$ cat src/rtl/alu_pkg.sv
// Shared opcode encoding and statistics constants for the ALU opcode responder.
package alu_pkg;

  typedef enum logic [1:0] {
    ADD    = 2'b00,
    SUB    = 2'b01,
    INV    = 2'b10,
    RED_OR = 2'b11
  } opcode_e;

  localparam int unsigned OPCODE_W = 2;
  localparam int unsigned NUM_OPS  = 4;
  localparam int unsigned STAT_W   = 16;
  localparam logic [STAT_W-1:0] STAT_MAX = '1;

endpackage

$ cat src/rtl/alu_rsp_fifo.sv
// Circular buffer of completed ALU responses with occupancy count and full/empty flags.
module alu_rsp_fifo #(
  parameter int unsigned DEPTH = 2,
  parameter type entry_t = logic [0:0],
  localparam int unsigned AW = $clog2(DEPTH),
  localparam int unsigned CW = $clog2(DEPTH) + 1
) (
  input  logic          clk,
  input  logic          rst,
  input  logic          push_i,
  input  logic          pop_i,
  input  entry_t        wdata_i,
  output entry_t        rdata_o,
  output logic [CW-1:0] count_o,
  output logic          full_o,
  output logic          empty_o
);

  entry_t        mem_q [DEPTH];
  logic [AW-1:0] wr_ptr_q, wr_ptr_d;
  logic [AW-1:0] rd_ptr_q, rd_ptr_d;
  logic [CW-1:0] count_q, count_d;

  // Storage holds payload only; validity is tracked by the counter.
  always_ff @(posedge clk) begin
    if (push_i) begin
      mem_q[wr_ptr_q] <= wdata_i;
    end
  end

  // Pointers wrap naturally since DEPTH is a power of two.
  always_comb begin
    wr_ptr_d = wr_ptr_q;
    rd_ptr_d = rd_ptr_q;
    count_d  = count_q;
    if (push_i) begin
      wr_ptr_d = wr_ptr_q + AW'(1);
    end
    if (pop_i) begin
      rd_ptr_d = rd_ptr_q + AW'(1);
    end
    case ({push_i, pop_i})
      2'b10:   count_d = count_q + CW'(1);
      2'b01:   count_d = count_q - CW'(1);
      default: count_d = count_q;
    endcase
  end

  always_ff @(posedge clk or posedge rst) begin
    if (rst) begin
      wr_ptr_q <= '0;
      rd_ptr_q <= '0;
      count_q  <= '0;
    end else begin
      wr_ptr_q <= wr_ptr_d;
      rd_ptr_q <= rd_ptr_d;
      count_q  <= count_d;
    end
  end

  assign rdata_o = mem_q[rd_ptr_q];
  assign count_o = count_q;
  assign full_o  = (count_q == CW'(DEPTH));
  assign empty_o = (count_q == '0);

endmodule

$ cat src/rtl/alu_op_responder.sv
// ALU opcode responder: computes ADD/SUB/INV/RED_OR per request and buffers results.
// Optional per-opcode pop counters are built when ALU_OP_STATS_EN is defined.
module alu_op_responder
  import alu_pkg::*;
#(
  parameter int unsigned W     = 2,
  parameter int unsigned DEPTH = 2
) (
  input  logic              clk,
  input  logic              rst,
  input  logic              req_valid,
  output logic              req_ready,
  input  logic [1:0]        req_opcode,
  input  logic [W-1:0]      req_a,
  input  logic [W-1:0]      req_b,
  output logic              rsp_valid,
  input  logic              rsp_ready,
  output logic [W-1:0]      rsp_result,
  output logic [1:0]        rsp_opcode,
  output logic              rsp_flag,
  input  logic [1:0]        stat_sel,
  output logic [STAT_W-1:0] stat_count
);

  localparam int unsigned CW = $clog2(DEPTH) + 1;

  typedef struct packed {
    logic [W-1:0] result;
    opcode_e      opcode;
    logic         flag;
  } rsp_entry_t;

  rsp_entry_t    req_entry;
  rsp_entry_t    head_entry;
  logic [W:0]    sum_w;
  logic [W:0]    diff_w;
  logic          req_fire;
  logic          rsp_fire;
  logic [CW-1:0] fifo_count;
  logic          fifo_full;
  logic          fifo_empty;

  // Extra MSB of the widened sum/difference is the carry-out/borrow.
  always_comb begin
    sum_w            = {1'b0, req_a} + {1'b0, req_b};
    diff_w           = {1'b0, req_a} - {1'b0, req_b};
    req_entry.opcode = opcode_e'(req_opcode);
    req_entry.result = '0;
    req_entry.flag   = 1'b0;
    unique case (req_entry.opcode)
      ADD: begin
        req_entry.result = sum_w[W-1:0];
        req_entry.flag   = sum_w[W];
      end
      SUB: begin
        req_entry.result = diff_w[W-1:0];
        req_entry.flag   = diff_w[W];
      end
      INV:    req_entry.result = ~req_a;
      RED_OR: req_entry.result = W'(|req_b);
    endcase
  end

  assign rsp_valid = (fifo_count != '0);
  assign rsp_fire  = rsp_valid && rsp_ready;
  assign req_ready = !fifo_full || rsp_fire;
  assign req_fire  = req_valid && req_ready;

  alu_rsp_fifo #(
    .DEPTH   (DEPTH),
    .entry_t (rsp_entry_t)
  ) u_fifo (
    .clk     (clk),
    .rst     (rst),
    .push_i  (req_fire),
    .pop_i   (rsp_fire),
    .wdata_i (req_entry),
    .rdata_o (head_entry),
    .count_o (fifo_count),
    .full_o  (fifo_full),
    .empty_o (fifo_empty)
  );

  // Head payload is masked to zero whenever nothing is buffered.
  assign rsp_result = fifo_empty ? '0   : head_entry.result;
  assign rsp_opcode = fifo_empty ? 2'b00 : head_entry.opcode;
  assign rsp_flag   = fifo_empty ? 1'b0 : head_entry.flag;

`ifdef ALU_OP_STATS_EN
  logic [STAT_W-1:0] stat_q [NUM_OPS];
  logic [STAT_W-1:0] stat_d [NUM_OPS];

  // Saturating per-opcode count of delivered results.
  always_comb begin
    stat_d = stat_q;
    if (rsp_fire && (stat_q[head_entry.opcode] != STAT_MAX)) begin
      stat_d[head_entry.opcode] = stat_q[head_entry.opcode] + STAT_W'(1);
    end
  end

  always_ff @(posedge clk or posedge rst) begin
    if (rst) begin
      for (int i = 0; i < NUM_OPS; i++) begin
        stat_q[i] <= '0;
      end
    end else begin
      stat_q <= stat_d;
    end
  end

  assign stat_count = stat_q[stat_sel];
`else
  logic unused_stat_sel;
  assign unused_stat_sel = ^stat_sel;
  assign stat_count      = '0;
`endif

endmodule

$ cat config.mk
export PLATFORM = sky130hd
export DESIGN_NAME = alu_op_responder
export DESIGN_NICKNAME = d
export VERILOG_FILES = /design/src/rtl/alu_pkg.sv /design/src/rtl/alu_rsp_fifo.sv /design/src/rtl/alu_op_responder.sv
export SDC_FILE = /design/constraint.sdc
export NUM_CORES = 1
export LEC_CHECK = 0
export CAP_MARGIN = 20
export CORE_ASPECT_RATIO = 1.4
export CORE_MARGIN = 1.5
export CORE_UTILIZATION = 29
export CTS_CLUSTER_SIZE = 8
export DETAILED_ROUTE_END_ITERATION = 10
export GPL_TIMING_DRIVEN = 0
export PLACE_DENSITY_LB_ADDON = 0.15
export SLEW_MARGIN = 20
export SYNTH_ARGS = -nofsm -noshare
export SYNTH_HDL_FRONTEND = slang
export SYNTH_SLANG_ARGS = --single-unit
$ cat constraint.sdc
create_clock -name clk -period 2.15 [get_ports clk]
set_input_delay 0.215 -clock clk [delete_from_list [all_inputs] [get_ports clk]]
set_output_delay 0.215 -clock clk [all_outputs]
set_load 0.02 [all_outputs]
==> impl_metrics.csv, run 1 <==
group,metric,value,unit
die,die_w,48.78,um
clock_network,cts_setup_buffers,0,
placement,place.gp.congestion,0.6647,
setup_path,crit_chain,"or3b_4 -> clkdlybuf4s50_1",
clock_network,cts-buffers-inserted,3,
timing,skew,1.532,ps
logic_synthesis,avgSynthCellArea,10.77,sq um
clock_network,cts_max_level,1,
setup_path,crit_slowest_cell,"clkdlybuf4s50_1",
timing,fmax,539.6,MHz
logic_synthesis,synth_cell_type_count,23,
drt,via_per_inst,3.848,
power,total_power,1.183,mW
layout,area_growth_syn_to_layout,36.18,%
setup_path,startpoint_type,"register",
clock_network,clk-insertion-delay-late,240,ps
die,start_util,30.17,%
clock_network,clock-root-buffer,"clkbuf_8",
timing,hold_slack,159.1,ps
power,seqPwrFrac,36.0,%
drt,drc_errors,0,
clock_network,cts_tree,"yes",
setup_path,timing.rr.start,"u_fifo.count_o[1]$_DFFE_PP0P_",
clock_network,cts_resized,0,
job,drv_cap,0,
grt,grt.total_usage,9.016,%
layout,nets,131,
power,p_leak,0.5279,nW
layout,multi_input_area,362.8,sq um
timing,rsz0062_at_grt,"false",
drt,wl_per_cell,8.417,um
timing,setup_viol,0,
timing,period_minus_slack,1853,ps
logic_synthesis,synth_area_leaders,"edfxtp_1 (35%), buf_4 (14%), dfrtp_1 (12%)",
setup_path,crit_family,"buffers and inverters",
clock_network,clock_tree.buffer_depth,2,
timing,fin_crit_sh,86.20,%
layout,drive_above_1_share,21.05,%
grt,gr-total-overflow,0,
placement,io_buffers,16,
logic_synthesis,synth_top_area_share,35.29,%
logic_synthesis,yosysWarnings,0,
power,irDropWorstVdd,314.8,uV
drt,drtIter0Drc,1,
drt,ant_nets,0,
die,io_pins,35,
logic_synthesis,synth_top_area_cell,"edfxtp_1",
placement,post-dp-hpwl,1.137,mm
layout,diodes,0,
setup_path,worstSetupStartpoint,"u_fifo.count_o[0]$_DFFE_PP0P_",
timing,finalHoldViolCount,0,
die,rows,23,
setup_path,worstPathRequired,1930,ps
drt,first_pass_iters,3,
layout,seq_area,400.4,sq um
setup_path,crit_arrival,1640,ps
logic_synthesis,synthCells,79,
timing,drv_slew,0,
run_status,status,"finished, final reports clean",
grt,antenna_found_initial,0,
clock_network,cts_hold_buf,0,
min_path,hp-class,"in -> async",
die,die_area,0.003272,sq mm
power,combPwrFrac,46.4,%
grt,grt_pass1_wl,2.221,mm
clock_network,clkTransAtPathRegs,50,ps
layout,fillCellCount,299,
setup_path,crit_path_max_fanout,7,
grt,grt_max_degree,9,
die,dieHeight,67.09,um
setup_path,critPathKind,"reg -> out",
setup_path,slowest_delay,550,ps
power,p_sw_share,34.62,%
setup_path,endpoint_kind,"output port",
drt,route.vias.total,581,
drt,wl,1.271,mm
power,p_int,773.2,uW
logic_synthesis,ys_ff_latch,14,
layout,fin_util,41.08,%
die,core,0.002820,sq mm
clock_network,cts.sinks,14,
timing,finalSetupTns,0,ps
setup_path,crit_buf_inv,1,
power,clkPwrFrac,17.6,%
grt,grt_pass1_vias,529,
power,powerDensity,1021,mW/mm^2
power,p_switching,409.4,uW
logic_synthesis,netlist_area,850.8,sq um
logic_synthesis,ys_seq_area_share,47.06,%
-- path summary, 6_finish.rpt --
path                                                 endpoint  slack [ps]  depth (start not counted)
worst max-delay path                                req_ready         300                          2
worst min-delay path            u_fifo.count_o[1]$_DFFE_PP0P_         160                          2
worst max register to register   u_fifo.mem_q[0][4]$_DFFE_PP_         720                          3
worst min register to register    u_fifo.wr_ptr_q$_DFFE_PP0P_         480                          1
max in group asynchronous         u_fifo.rd_ptr_q$_DFFE_PP0P_        1850                          2
min in group clk                  u_fifo.wr_ptr_q$_DFFE_PP0P_         480                          1
-- cell usage in the layout, fill, tap and decap left out --
master and instances:
clkdlybuf4s50_1 16, or3b_4 1, nor2_1 10, buf_4 16, buf_2 1, edfxtp_1 10, ha_1 2, dfrtp_1 4
nor2b_1 1, clkbuf_8 3, nand2b_1 2, clkbuf_1 1, inv_1 5, fa_1 2, o21ai_0 4, nand2_1 3
mux2i_1 7, a22oi_1 1, and3_2 1, nor3b_1 1, conb_1 16, o22ai_1 1, nand2_2 1, a21oi_1 2
or2_2 1, xnor2_1 2
-- registers in the layout (all words and copies together), names as in the netlist --
signal and flops:
u_fifo.count_o 2, u_fifo.wr_ptr_q 1, u_fifo.rd_ptr_q 1, u_fifo.mem_q 10
-- cell usage after synthesis --
master	n
buf_4	16
edfxtp_1	10
nor2_1	10
mux2i_1	7
inv_1	5
dfrtp_1	4
o21ai_0	4
nand2_1	3
a21oi_1	2
fa_1	2
ha_1	2
nand2b_1	2
xnor2_1	2
a22oi_1	1
and3_2	1
buf_2	1
conb_1	1
nand2_2	1
nor2b_1	1
nor3b_1	1
o22ai_1	1
or2_2	1
or3b_4	1
-- cell families (layout without fill, tap and decap cells) --
logic type	count (synthesis)	count (layout)	synth area share (%)
buffers and inverters	22	42	16.91
muxes	7	7	8.236
and+or+nand+nor	21	21	12.50
AOI/OAI and AO/OA	8	8	5.148
adders and majority gates	4	4	7.647
xor gates and xnor gates	2	2	2.059
other	1	16	0.4408
DFF	14	14	47.06
-- stage by stage --
stage / setup WS, ps / instance area, sq um / instances
after global placement: 258.7 / 1114 / 147
after detailed placement: 237.9 / 1114 / 147
final: 296.7 / 1159 / 151
after CTS: 256.3 / 1159 / 151
after floorplan: 770.3 / 907.1 / 94
after global routing: 135.4 / 1159 / 151
-- layer usage --
metal  vias to the layer above  GRT usage [%]  part of all wire, %
met5                         -              0                    0
met4                         0          7.500                  3.2
met3                         4          2.018                  5.9
met2                        20          16.44                   56
met1                       255          8.592                   35
li1                        302              -                    -
-- cell type report --
type                    instances  share of cell area (%)
clock buffers                   4                   3.888
flip-flops and latches         14                   34.56
repair buffers                 16                   13.82
plain buffers                  17                   10.80
inverters                       5                   1.620
well taps                      37                   3.996
multi-input cells              58                   31.32
-- power by group through the flow --
stage / Sequential, mW / Clock [mW] / Combinational (mW)
CTS: 0.427 / 0.214 / 0.561
detailed placement: 0.432 / 0 / 0.559
floorplan: 0.423 / 0 / 0.361
finish: 0.426 / 0.208 / 0.548
global route: 0.442 / 0.225 / 0.610
global placement: 0.431 / 0 / 0.552
No activity file was read; power rests on OpenSTA's default activity.
==> run 2, diff against run 1 <==
- PLACE_DENSITY: not set -> 0.61
- PLACE_DENSITY_LB_ADDON: 0.15 -> not set
- RECOVER_POWER: not set -> 100
==> impl_metrics.csv, run 2 (synthesis gave the netlist of run 1 again) <==
group,metric,value,unit
clock_network,cts.sinks,14,
grt,antenna_found_initial,0,
timing,fin_ws,169.2,ps
layout,diodes,0,
grt,grt_pass1_vias,500,
grt,grt.total_usage,8.160,%
clock_network,cts_max_level,1,
timing,rsz0062_at_grt,"false",
grt,grt_busiest_layer,"met2",
placement,place_inst,147,
timing,setup_viol,0,
setup_path,endpoint_kind,"output port",
layout,final_cell_mix,"buf_4 (16), conb_1 (16), nor2_1 (10), edfxtp_1 (10), clkdlybuf4s50_1 (9)",
placement,post-place-ws,222.0,ps
setup_path,startpoint_type,"register",
grt,use_met2,14.90,%
timing,drv_slew,0,
setup_path,reg2reg_setup_slack,740,ps
setup_path,timing.rr.start,"u_fifo.count_o[1]$_DFFE_PP0P_",
die,core,0.002820,sq mm
setup_path,timing.rr.end,"u_fifo.mem_q[0][0]$_DFFE_PP_",
grt,use_met3,2.018,%
drt,route.vias.total,585,
grt,grt_max_degree,9,
layout,drive_above_1_share,18.42,%
power,powerDensity,1016,mW/mm^2
run_status,status,"finished, final reports clean",
clock_network,clock-root-buffer,"clkbuf_8",
power,p_leak,0.5248,nW
drt,drtIter0Drc,2,
clock_network,cts_setup_buffers,0,
layout,nets,131,
clock_network,cts-buffers-inserted,3,
clock_network,clkTransAtPathRegs,50,ps
grt,gr-usage-met1,7.355,%
placement,io_buffers,16,
min_path,hp-class,"in -> async",
drt,drc_errors,0,
layout,layoutNonFillerInstCount,151,
timing,skew,3.091,ps
die,rows,23,
clock_network,cts_hold_buf,0,
clock_network,cts_tree,"yes",
drt,ant_nets,0,
die,start_util,30.17,%
layout,largest_register_ffs,10,
clock_network,clk-insertion-delay-late,240,ps
die,die_w,48.78,um
job,drv_cap,0,
timing,fin_crit_sh,92.13,%
clock_network,cts_resized,0,
placement,post-dp-hpwl,1.051,mm
die,die_area,0.003272,sq mm
drt,wl,1.184,mm
setup_path,worstPathRequired,1930,ps
die,dieHeight,67.09,um
power,irDropWorstVdd,353.4,uV
timing,finalHoldViolCount,0,
timing,finalSetupTns,0,ps
grt,grt_pass1_wl,1.987,mm
setup_path,r2r_cells,3,
die,io_pins,35,
setup_path,crit_arrival,1770,ps
layout,regMostFlops,"u_fifo.mem_q",
setup_path,crit_path_max_fanout,7,
drt,first_pass_iters,3,
drt,via_per_inst,3.874,
setup_path,critPathKind,"reg -> out",
layout,area_growth_syn_to_layout,35.44,%
timing,fmax,504.9,MHz
power,total_power,1.170,mW
clock_network,clock_tree.buffer_depth,2,
placement,place.gp.congestion,0.7354,
timing,period_minus_slack,1981,ps
drt,wl_per_cell,7.841,um
grt,gr-total-overflow,0,
[run 2: cell count changes in the layout (fill, tap and decap cells not counted), sizes merged]
cell / before / now
clkbuf: 4 / 3
clkinv: 0 / 1
clkdlybuf4s50: 16 / 9
dlygate4sd3: 0 / 7
[run 2: layer usage]
layer	share of wire [%]	wire length, um
met5	0	0
met4	3.6	43
met3	8.4	100
met2	50	588
met1	38	452
[run 2: cell type report]
class	instances	area (sq um)
Clock inverter	1	3.754
Sequential cell	14	400.4
Timing Repair Buffer	16	160.2
Fill cell	304	1668
Buffer	17	125.1
Tap cell	37	46.29
Multi-Input combinational cell	58	356.6
Clock buffer	3	41.29
Inverter	5	18.77
[run 2: power breakdown]
| group | internal (mW) | switching (mW) |
|---|---|---|
| logic | 0.250 | 0.284 |
| registers | 0.380 | 0.0478 |
| clock network | 0.126 | 0.0825 |
[run 2: critical path: stages (launching register included)]
cell,delay [ps]
dfrtp_1,430
or3b_1,430
dlygate4sd3_1,670
[run 2: worst max path at each step]
stage,from,to,cells after the start
4_1_cts,u_fifo.count_o[1]$_DFFE_PP0P_,rsp_result[0],3
3_3_place_gp,req_a[0],u_fifo.mem_q[1][4]$_DFFE_PP_,7
2_1_floorplan,u_fifo.count_o[0]$_DFFE_PP0P_,u_fifo.mem_q[1][0]$_DFFE_PP_,2
6_report,u_fifo.count_o[0]$_DFFE_PP0P_,req_ready,2
5_1_grt,u_fifo.count_o[1]$_DFFE_PP0P_,rsp_valid,3
3_5_place_dp,req_a[0],u_fifo.mem_q[1][4]$_DFFE_PP_,7
[run 2: through the flow]
step / hold slack, ps / util (%) / instance area (sq um)
global route: 322.8 / 40.86 / 1152
finish: 296.6 / 40.86 / 1152
floorplan: -18.92 / - / 907.1
CTS: 163.1 / 41.08 / 1159
detailed placement: 416.3 / 39.49 / 1114
global placement: 424.9 / 39.49 / 1114
